File: config.mk
export PLATFORM = sky130hd
export DESIGN_NAME = adc_sensor_conditioner
export DESIGN_NICKNAME = d
export VERILOG_FILES = /design/src/rtl/sensor_pkg.sv /design/src/rtl/hyst_debounce.sv /design/src/rtl/adc_sensor_conditioner.sv
export SDC_FILE = /design/constraint.sdc
export NUM_CORES = 1
export LEC_CHECK = 0
export CORE_MARGIN = 2
export CORE_UTILIZATION = 55
export DETAILED_ROUTE_END_ITERATION = 10
export GPL_TIMING_DRIVEN = 0
export MAX_ROUTING_LAYER = met4
export PLACE_DENSITY = 0.8
export SLEW_MARGIN = 30
export SYNTH_ARGS = -nofsm -noshare
export SYNTH_HDL_FRONTEND = slang
export SYNTH_SLANG_ARGS = --single-unit
File: constraint.sdc
create_clock -name clk -period 4 [get_ports clk]
set_input_delay 0.8 -clock clk [delete_from_list [all_inputs] [get_ports clk]]
set_output_delay 0.8 -clock clk [all_outputs]
set_load 0.1 [all_outputs]
File: src/rtl/sensor_pkg.sv
// Shared types and defaults for the ADC sensor conditioning path.
package sensor_pkg;
  localparam int ADC_W            = 8;
  localparam int DEF_SAMPLE_DIV   = 50000;
  localparam int DEF_AVG_LOG2     = 3;
  localparam int DEF_DEADZONE     = 8;
  localparam int DEF_NIGHT_ON_TH  = 60;
  localparam int DEF_NIGHT_OFF_TH = 90;
  localparam int DEF_DEBOUNCE     = 4;

  typedef enum logic {S_ACC = 1'b0, S_EVAL = 1'b1} state_e;

  // Levels at or below dz collapse to zero; anything above is shifted down.
  function automatic logic [ADC_W-1:0] dead_zone(input logic [ADC_W-1:0] v,
                                                 input logic [ADC_W-1:0] dz);
    return (v <= dz) ? '0 : v - dz;
  endfunction
endpackage

File: src/rtl/hyst_debounce.sv
// Two-threshold debounced flag: sets after DEBOUNCE updates below ON_TH,
// clears after DEBOUNCE updates above OFF_TH; a non-qualifying update restarts the count.
module hyst_debounce #(
  parameter int W        = 8,
  parameter int ON_TH    = 60,
  parameter int OFF_TH   = 90,
  parameter int DEBOUNCE = 4
) (
  input  logic         clk,
  input  logic         rst,
  input  logic         upd_i,
  input  logic [W-1:0] level_i,
  output logic         flag_o
);
  localparam int CW = (DEBOUNCE > 1) ? $clog2(DEBOUNCE + 1) : 1;
  localparam logic [W-1:0]  ON_V     = W'(ON_TH);
  localparam logic [W-1:0]  OFF_V    = W'(OFF_TH);
  localparam logic [CW-1:0] CNT_LAST = CW'(DEBOUNCE - 1);

  logic          flag_q, flag_d;
  logic [CW-1:0] cnt_q, cnt_d;
  logic          qualify;

  assign qualify = flag_q ? (level_i > OFF_V) : (level_i < ON_V);

  always_comb begin
    flag_d = flag_q;
    cnt_d  = cnt_q;
    if (upd_i) begin
      if (!qualify) begin
        cnt_d = '0;
      end else if (cnt_q == CNT_LAST) begin
        flag_d = ~flag_q;
        cnt_d  = '0;
      end else begin
        cnt_d = cnt_q + 1'b1;
      end
    end
  end

  always_ff @(posedge clk or posedge rst) begin
    if (rst) begin
      flag_q <= 1'b0;
      cnt_q  <= '0;
    end else begin
      flag_q <= flag_d;
      cnt_q  <= cnt_d;
    end
  end

  assign flag_o = flag_q;
endmodule

File: src/rtl/adc_sensor_conditioner.sv
// Ticked box-car averaging of pedal and light-sensor ADC codes, producing a
// dead-zoned throttle level and a debounced hysteretic night flag.
module adc_sensor_conditioner
  import sensor_pkg::*;
#(
  parameter int SAMPLE_DIV   = DEF_SAMPLE_DIV,
  parameter int AVG_LOG2     = DEF_AVG_LOG2,
  parameter int DEADZONE     = DEF_DEADZONE,
  parameter int NIGHT_ON_TH  = DEF_NIGHT_ON_TH,
  parameter int NIGHT_OFF_TH = DEF_NIGHT_OFF_TH,
  parameter int DEBOUNCE     = DEF_DEBOUNCE
) (
  input  logic             clk,
  input  logic             rst,
  input  logic             en,
  input  logic [ADC_W-1:0] adc_accel,
  input  logic [ADC_W-1:0] adc_cds,
  output logic [ADC_W-1:0] accel_avg,
  output logic [ADC_W-1:0] cds_avg,
  output logic [ADC_W-1:0] throttle,
  output logic             pedal_pressed,
  output logic             night_mode,
  output logic             avg_valid
);
  localparam int NSAMP  = 1 << AVG_LOG2;
  localparam int SUM_W  = ADC_W + AVG_LOG2;
  localparam int TICK_W = $clog2(SAMPLE_DIV);
  localparam int CNT_W  = (AVG_LOG2 > 0) ? AVG_LOG2 : 1;
  localparam logic [TICK_W-1:0] TICK_LAST = TICK_W'(SAMPLE_DIV - 1);
  localparam logic [CNT_W-1:0]  SMP_LAST  = CNT_W'(NSAMP - 1);
  localparam logic [ADC_W-1:0]  DZ        = ADC_W'(DEADZONE);

  state_e            state_q, state_d;
  logic [TICK_W-1:0] tick_cnt_q, tick_cnt_d;
  logic [CNT_W-1:0]  sample_cnt_q, sample_cnt_d;
  logic [SUM_W-1:0]  accel_sum_q, accel_sum_d, cds_sum_q, cds_sum_d;
  logic [ADC_W-1:0]  accel_avg_q, cds_avg_q, throttle_q;
  logic              pedal_q, avg_valid_q;
  logic              tick, last_smp, acc_en, eval;
  logic [ADC_W-1:0]  accel_avg_new, cds_avg_new, throttle_new;

  assign tick     = en && (tick_cnt_q == TICK_LAST);
  assign last_smp = (sample_cnt_q == SMP_LAST);

  // FSM: state register / next state / outputs
  always_ff @(posedge clk or posedge rst) begin
    if (rst) state_q <= S_ACC;
    else     state_q <= state_d;
  end

  always_comb begin
    state_d = state_q;
    case (state_q)
      S_ACC:   if (tick && last_smp) state_d = S_EVAL;
      S_EVAL:  state_d = S_ACC;
      default: state_d = S_ACC;
    endcase
  end

  always_comb begin
    acc_en = 1'b0;
    eval   = 1'b0;
    case (state_q)
      S_ACC:   acc_en = tick;
      S_EVAL:  eval   = 1'b1;
      default: ;
    endcase
  end

  // The final sample is folded into the sums so EVAL sees complete totals.
  always_comb begin
    tick_cnt_d   = tick_cnt_q;
    sample_cnt_d = sample_cnt_q;
    accel_sum_d  = accel_sum_q;
    cds_sum_d    = cds_sum_q;
    if (en) tick_cnt_d = tick ? '0 : tick_cnt_q + 1'b1;
    if (acc_en) begin
      accel_sum_d  = accel_sum_q + SUM_W'(adc_accel);
      cds_sum_d    = cds_sum_q + SUM_W'(adc_cds);
      sample_cnt_d = last_smp ? '0 : sample_cnt_q + 1'b1;
    end else if (eval) begin
      accel_sum_d = '0;
      cds_sum_d   = '0;
    end
  end

  assign accel_avg_new = ADC_W'(accel_sum_q >> AVG_LOG2);
  assign cds_avg_new   = ADC_W'(cds_sum_q >> AVG_LOG2);
  assign throttle_new  = dead_zone(accel_avg_new, DZ);

  always_ff @(posedge clk or posedge rst) begin
    if (rst) begin
      tick_cnt_q   <= '0;
      sample_cnt_q <= '0;
      accel_sum_q  <= '0;
      cds_sum_q    <= '0;
      accel_avg_q  <= '0;
      cds_avg_q    <= '0;
      throttle_q   <= '0;
      pedal_q      <= 1'b0;
      avg_valid_q  <= 1'b0;
    end else begin
      tick_cnt_q   <= tick_cnt_d;
      sample_cnt_q <= sample_cnt_d;
      accel_sum_q  <= accel_sum_d;
      cds_sum_q    <= cds_sum_d;
      avg_valid_q  <= eval;
      if (eval) begin
        accel_avg_q <= accel_avg_new;
        cds_avg_q   <= cds_avg_new;
        throttle_q  <= throttle_new;
        pedal_q     <= (throttle_new != '0);
      end
    end
  end

  hyst_debounce #(
    .W(ADC_W), .ON_TH(NIGHT_ON_TH), .OFF_TH(NIGHT_OFF_TH), .DEBOUNCE(DEBOUNCE)
  ) u_night (
    .clk     (clk),
    .rst     (rst),
    .upd_i   (eval),
    .level_i (cds_avg_new),
    .flag_o  (night_mode)
  );

  assign accel_avg     = accel_avg_q;
  assign cds_avg       = cds_avg_q;
  assign throttle      = throttle_q;
  assign pedal_pressed = pedal_q;
  assign avg_valid     = avg_valid_q;
endmodule
==> After elaboration in Yosys (flattened, before gate mapping) <==
Cells that the tools add are included.
{ "totals": {"reg_bits": 72, "latchBits": 0, "ram_bits": 0, "mem_bits_ro": 0, "inputBits": 19, "output_inout_bits": 27, "wordCells": 44, "mem_count": 0} }
{ "op_classes": {"addsub": 6, "n_mul": 0, "n_div": 0, "magnitude_cmp": 3, "eq_ne": 3, "n_shift": 0, "mux": 13, "bitwise": 2, "n_reduce_logical": 5} }
{ "op_table": {"columns": ["op", "count"], "rows": [
  ["$mux 11", 3],
  ["$add 11x8->11", 2],
  ["$add 16x1->16 const B", 1],
  ["$eq 16x16->1 const B", 1],
  ["$mux 16", 1],
  ["$mux 3", 3],
  ["$gt 8x7->1 const B", 1],
  ["$le 8x4->1 const B", 1],
  ["$lt 8x6->1 const B", 1],
  ["$mux 8", 1],
  ["$reduce_bool 8->1", 1],
  ["$sub 8x4->8 const B", 1],
  ["$add 3x1->3 const B", 2],
  ["$mux 1", 4],
  ["$eq 3x2->1 const B", 1],
  ["$eq 3x3->1 const B", 1],
  ["$reduce_and 3->1", 1],
  ["$logic_and 1x1->1", 2],
  ["$not 1->1", 2],
  ["$pmux 1 s2", 1],
  ["$reduce_bool 2->1", 1]
]} }

==> Longest topological paths before layout <==
{ "logic_depth": {"ltp_word": 5, "depth_mapped": 8, "ltp_nobuf": 7} }

==> Modules after synthesis <==
Synthesis repeated with hierarchy kept, for this count alone.
{ "hier_totals": {"cells_unflattened": 384, "hier_area_um2": 4045.1} }
{ "modules_own_cells": {"columns": ["module", "n_inst", "cells_each", "area_per_inst_um2", "seq_area_each_um2"], "rows": [
  ["adc_sensor_conditioner", 1, 354, 3783.6, 1701.6],
  ["hyst_debounce", 1, 30, 261.5, 100.1]
]} }

==> Least setup slack after synthesis <==
Ideal clock, no wire load.
{ "synth_timing": {"kind": "input to register", "startpoint": "input adc_cds[0]", "endpoint": "register cds_sum_q[6]", "setup_ns": 0.120, "arrival_time_ns": 2.429, "t_required_ns": 3.880, "path_slack_ns": 1.450, "cell_stages": 7, "n_path_buf": 0, "cell_sequence": "ha_1 fa_1 a211oi_1 nor2_1 o22ai_1 mux2_2 a31o_2"} }
{ "synth_between": {"elab_chain_len": 2} }
{ "synth_lines": {"columns": ["item", "line", "rtl"], "rows": [
  ["start: declaration", "adc_sensor_conditioner.sv:17", "input logic [ADC_W-1:0] adc_cds,"],
  ["$add 11x8->11", "adc_sensor_conditioner.sv:79", "cds_sum_d = cds_sum_q + SUM_W'(adc_cds);"],
  ["$mux 11", "adc_sensor_conditioner.sv:77", "if (acc_en) begin"],
  ["end signal: assignment", "adc_sensor_conditioner.sv:106", "cds_sum_q <= cds_sum_d;"],
  ["end: declaration", "adc_sensor_conditioner.sv:36", "logic [SUM_W-1:0] accel_sum_q, accel_sum_d, cds_sum_q, cds_sum_d;"]
]} }
Every way passes these cells.
A chain may end at the register's enable or synchronous reset.

==> Worst setup path after layout <==
{ "layout_timing": {"startpoint": "input en", "endpoint": "register cds_sum_q[3]"} }
{ "layout_between": {"elab_chain_len": 3, "elab_cells_between_ends": 4, "classes_between": "mux (2); reduce/logical (2)"} }
{ "layout_lines": {"columns": ["item", "line", "rtl"], "rows": [
  ["start: declaration", "adc_sensor_conditioner.sv:15", "input logic en,"],
  ["$logic_and 1x1->1 (*)", "adc_sensor_conditioner.sv:42", "assign tick = en && (tick_cnt_q == TICK_LAST);"],
  ["$mux 1 (*)", "adc_sensor_conditioner.sv:63", "case (state_q)"],
  ["$mux 11 or $reduce_bool 2->1 (tied branches)", null, null]
]} }
Mark *: on every way between the ends. The rest lies on a longest branch, timed or not.

==> results.ini <==
[global_route]
grt_pass1_vias = 3035
grt_max_degree = 42
antenna_found_initial = 0
grtUsageTotal = 0.244
grt_overflow = 0
grt_pass1_wl_um = 14100

[sta]
rsz0062_at_grt = false
setup_slack_ns = 1.15
fin_crit_ns = 2.85
slew_headroom = 0.348
setup_viol = 0
finalSetupTns_ns = 0
finalHoldViolCount = 0
fin_skew_ns = 0.00758
fmax_mhz = 351
tightest_slew_ns = 0.975
drv_slew = 0
layout_worst_path_cycle_share = 0.712

[cts]
cts_setup_buffers = 0
clk_pin_slew_ns = 0.07
cts_tree = done
cts_sinks = 72
cts_resized = 0
cts_buffers = 9
cts_buffer_depth = 2
cts-root-buf = clkbuf_8
clkLatencyLatePin_ns = 0.35
htreeDepth = 3
hold_buffers = 0

[route]
dr.pass1.iters = 5
avgViaCountPerCell = 5.82
ant_nets = 0
wire_per_inst_um = 15.7
via_count = 3128
initialDrtViolationCount = 204
drc = 0
drt_wl_total_um = 8410

[logic_synthesis]
ys_seq_elements = 72
ys_types = 53
synth_most_common_cell = dfrtp_1
yosysSeqAreaShare = 0.468
ys.flop_type = dfrtp_1
synth_area_per_cell_um2 = 10.1
synth_edf_count = 0
synth_nets = 422
ys.warnings.count = 0
netlist.area_leader.share = 0.468
async_flop_share = 1.00
ys_top_cells_by_count = dfrtp_1, nand2_1, nor2_1, o21ai_0
netlist_area_um2 = 3850
yosys.area.top_type = dfrtp_1
synthTopCellsByArea = dfrtp_1, ha_1, mux2_2, nand2_1, nor2_1
postSynthCellCount = 380

[power_and_ir_drop]
p_leak_uw = 0.00210
total_power_uw = 1490
p_per_area_nw_per_um2 = 320
ir_drop_v = 0.000255

[die]
die_area_um2 = 7680
start_util = 0.566
num_rows = 30
core-area_um2 = 6790
io_pins = 46
die_width_um = 87.6
fp.dieH_um = 87.6

[final_layout]
fin_nets = 479
multi_input_area_um2 = 1940
drive_gt1_frac = 0.0930
area.sequential_um2 = 1800
insertedDiodeCount = 0
syn_to_final_growth_pct = 20.8
nFillCells = 525

[critical_path]
cp_max_fo = 10
cp_top_family = buffers and inverters
path_depth = 8
worstPathCellList = clkdlybuf4s50_1, nand4_1, or4_1, buf_2, buf_6, clkbuf_1, nand3_1, o21ai_0
critPathLaunchType = primary input
rr_worst_depth = 7
worstPathArrival_ns = 3.07
slowest_stage = clkdlybuf4s50_1
reg2reg_slack_ns = 1.46
cp-end-kind = register
slowest_delay_ns = 0.61
worstPathBufferInverterCount = 4
path_class = in -> reg
cp.required_ns = 4.22

[placed_design]
hpwl_um = 6050
portBuffers = 45
gp_congestion = 0.961
pre_cts_ws_ns = 0.633

[flow_run]
cap_violations = 0

[outcome]
status = completed

[worst_hold_path]
hold_class = reg -> reg
whs_path_depth = 0

-- worst paths after layout --
kind / start / end
setup / recovery: en / cds_sum_q[3]
hold / removal: state_q / avg_valid
setup reg to reg: tick_cnt_q[7] / cds_sum_q[3]
hold reg to reg: state_q / avg_valid
max in group asynchronous: rst / accel_sum_q[3]
min in group asynchronous: rst / cds_avg[0]
-- cell usage in the layout (no fill, tap or decap), drive strengths merged, types with 2 or more instances in the layout --
cell type / instances
or2: 2
clkinv: 2
buf: 4
xnor2: 12
nor4: 3
nand3: 14
o2bb2ai: 3
nand4: 10
o22ai: 3
or3: 5
o31ai: 5
ha: 21
mux2: 18
a31oi: 3
clkbuf: 21
nor4b: 2
a21o: 6
inv: 14
nand2: 35
bufinv: 2
and3: 4
o211ai: 4
nor3: 7
or4: 5
xor2: 9
dfrtp: 72
nor2: 32
a211oi: 11
fa: 2
a21oi: 21
clkdlybuf4s50: 45
o21ai: 23
-- where the power goes --
part / switching, µW / internal [µW]
Clock: 254 / 346
Combinational: 54.5 / 50.2
Sequential: 30.0 / 753
-- cell type report --
class | count | share of cell area
sequential | 72 | 0.388
clock buffer | 11 | 0.0283
buffer | 13 | 0.0124
timing repair buffer | 46 | 0.101
multi-input combinational | 281 | 0.418
inverter | 14 | 0.0118
tap | 96 | 0.0258
clock inverter | 4 | 0.0151
-- registers in the layout, indices dropped and copies added (netlist names) --
register / count
avg_valid: 1
cds_avg: 8
state_q: 1
accel_sum_q: 11
tick_cnt_q: 16
u_night.flag_o: 1
u_night.cnt_q: 3
sample_cnt_q: 3
pedal_pressed: 1
accel_avg: 8
throttle: 8
cds_sum_q: 11
-- stage by stage --
step | instances | util | area, µm² | hold WS [ns]
3_5_place_dp | 522 | 0.653 | 4440 | 0.431
3_3_place_gp | 521 | 0.650 | 4420 | 0.431
6_report | 537 | 0.684 | 4650 | 0.446
4_1_cts | 537 | 0.683 | 4640 | 0.451
2_1_floorplan | 380 | - | 3850 | 0.385
5_1_grt | 537 | 0.684 | 4650 | 0.474
-- routing by layer --
metal / GRT usage / vias to the layer above / wire length (µm) / share of wire
met3: 0.0481 / 19 / 290 / 0.034
met5: - / - / 0 / 0
met2: 0.397 / 82 / 4180 / 0.50
met1: 0.304 / 1524 / 3770 / 0.45
met4: 0.0881 / 0 / 175 / 0.021
li1: - / 1503 / - / -
-- cell families (layout without fill, tap and decap cells) --
kind of cell | Yosys count | after routing | share of synthesized area
buffers and inverters | 27 | 88 | 0.0286
XOR/XNOR | 21 | 21 | 0.0478
AO/OA/AOI/OAI | 91 | 91 | 0.152
AND/OR/NAND/NOR | 127 | 127 | 0.169
multiplexers | 19 | 19 | 0.0553
flip-flops | 72 | 72 | 0.468
adder cells (fa/ha/maj) | 23 | 23 | 0.0787
(Power assumes the default switching activity.)
==> RTL change, RTL diff (same settings) <==
Take the reset off `cds_sum_q` and load it in a clocked block of its own.
--- a/src/rtl/adc_sensor_conditioner.sv
+++ b/src/rtl/adc_sensor_conditioner.sv
@@ -95,3 +95,2 @@
       accel_sum_q  <= '0;
-      cds_sum_q    <= '0;
       accel_avg_q  <= '0;
@@ -105,3 +104,2 @@
       accel_sum_q  <= accel_sum_d;
-      cds_sum_q    <= cds_sum_d;
       avg_valid_q  <= eval;
@@ -114,2 +112,6 @@
     end
+  end
+
+  always_ff @(posedge clk) begin
+    cds_sum_q <= cds_sum_d;
   end
Behaviour: no difference found for any inputs over 10 cycles, from zero or initial values and one cycle with rst high; that may be too few to reach the edited logic, so the function may still have changed.
==> RTL change against the original RTL <==
  * Sequential cell count stayed put
  * Final cell count decreased by 2.4%
  * Die area grew 0.27%
  * Wire length fell by 4.4%
  * Setup slack better by 120 ps
  * Final area is 1.1% higher
  * Synthesized cell count fell by 3.7%
  * First-iteration DRC count decreased by 46%
  * Total power grew 12%
  * Sequential power increased by 2%
  * Clock power rose by 20%
  * Area after synthesis is 0.29% higher
  * Highest routed layer unchanged
==> RTL change: results (changes against the original RTL) <==
critical_path:
  max_incr_delay_on_cp_ps: 420  # -190 ps
  cp.arrival_ps: 2970  # -100 ps
  startpoint: "adc_accel[0]"
  endpoint_of_the_most_critical_register_to_register_path: "accel_sum_q[10]"
  reg2reg_from: "accel_sum_q[0]"
detailed_routing:
  wl_met1_um: 3750  # -0.53%
  route.met3.wl_um: 263  # -9.3%
  via_per_inst: 5.65  # -3.1%
  first_iter_violations: 110  # -46%
global_route:
  grt_first_pass_wirelength_um: 13200  # -6.5%
  first_global_vias: 2834  # -6.6%
  grt.met2_usage: 0.364  # -0.0337
cells_and_area:
  final-instance-count-excl-fill: 524  # -2.4%
  finalNetCount: 465  # -2.9%
outcome:
  outcome: "completed"
placed_design:
  post-place-ws_ps: 972  # +339 ps
  dp_hpwl_um: 5820  # -3.7%
  place_area_um2: 4450  # +0.25%
logic_synthesis:
  synthCells: 366  # -3.7%
  synth.top_cells.by_area: "dfrtp_1 (40%), edfxtp_1 (8.6%), ha_1 (6.8%), mux2_2 (5.3%), nand2_1 (3.4%)"
  synth_nets: 408  # -3.3%
  post_synth_num_cell_types: 55  # +3.8%
sta:
  worstMarginPinSlew_ps: 992  # +16.9 ps
power_and_ir_drop:
  worst_ir_drop_vdd_v: 0.000273  # +7.2%
  power_switching_share: 0.243  # +0.0156
-- RTL change: logic make-up after synthesis --
family,count (synthesis),share of synthesized area
mux,21,0.0603
simple gates,130,0.173
flops,72,0.481
compound gates,72,0.127
fa+ha+maj,23,0.0785
xor+xnor,23,0.0522
buf+inv,25,0.0269
-- RTL change: area by class of cell --
cell class / count / area (um^2)
Clock inverter: 7 / 125
Multi-Input combinational cell: 269 / 1900
Clock buffer: 9 / 124
Fill cell: 514 / 2090
Buffer: 13 / 58.8
Sequential cell: 72 / 1860
Timing Repair Buffer: 46 / 470
Tap cell: 96 / 120
Inverter: 12 / 47.5
-- RTL change: worst max-delay path by stage --
stage	depth (start not counted)	to
after floorplan	7	accel_sum_q[10]
final	8	accel_sum_q[10]
after CTS	8	accel_sum_q[10]
after global placement	2	accel_avg[3]
after global routing	8	accel_sum_q[10]
after detailed placement	8	accel_sum_q[10]
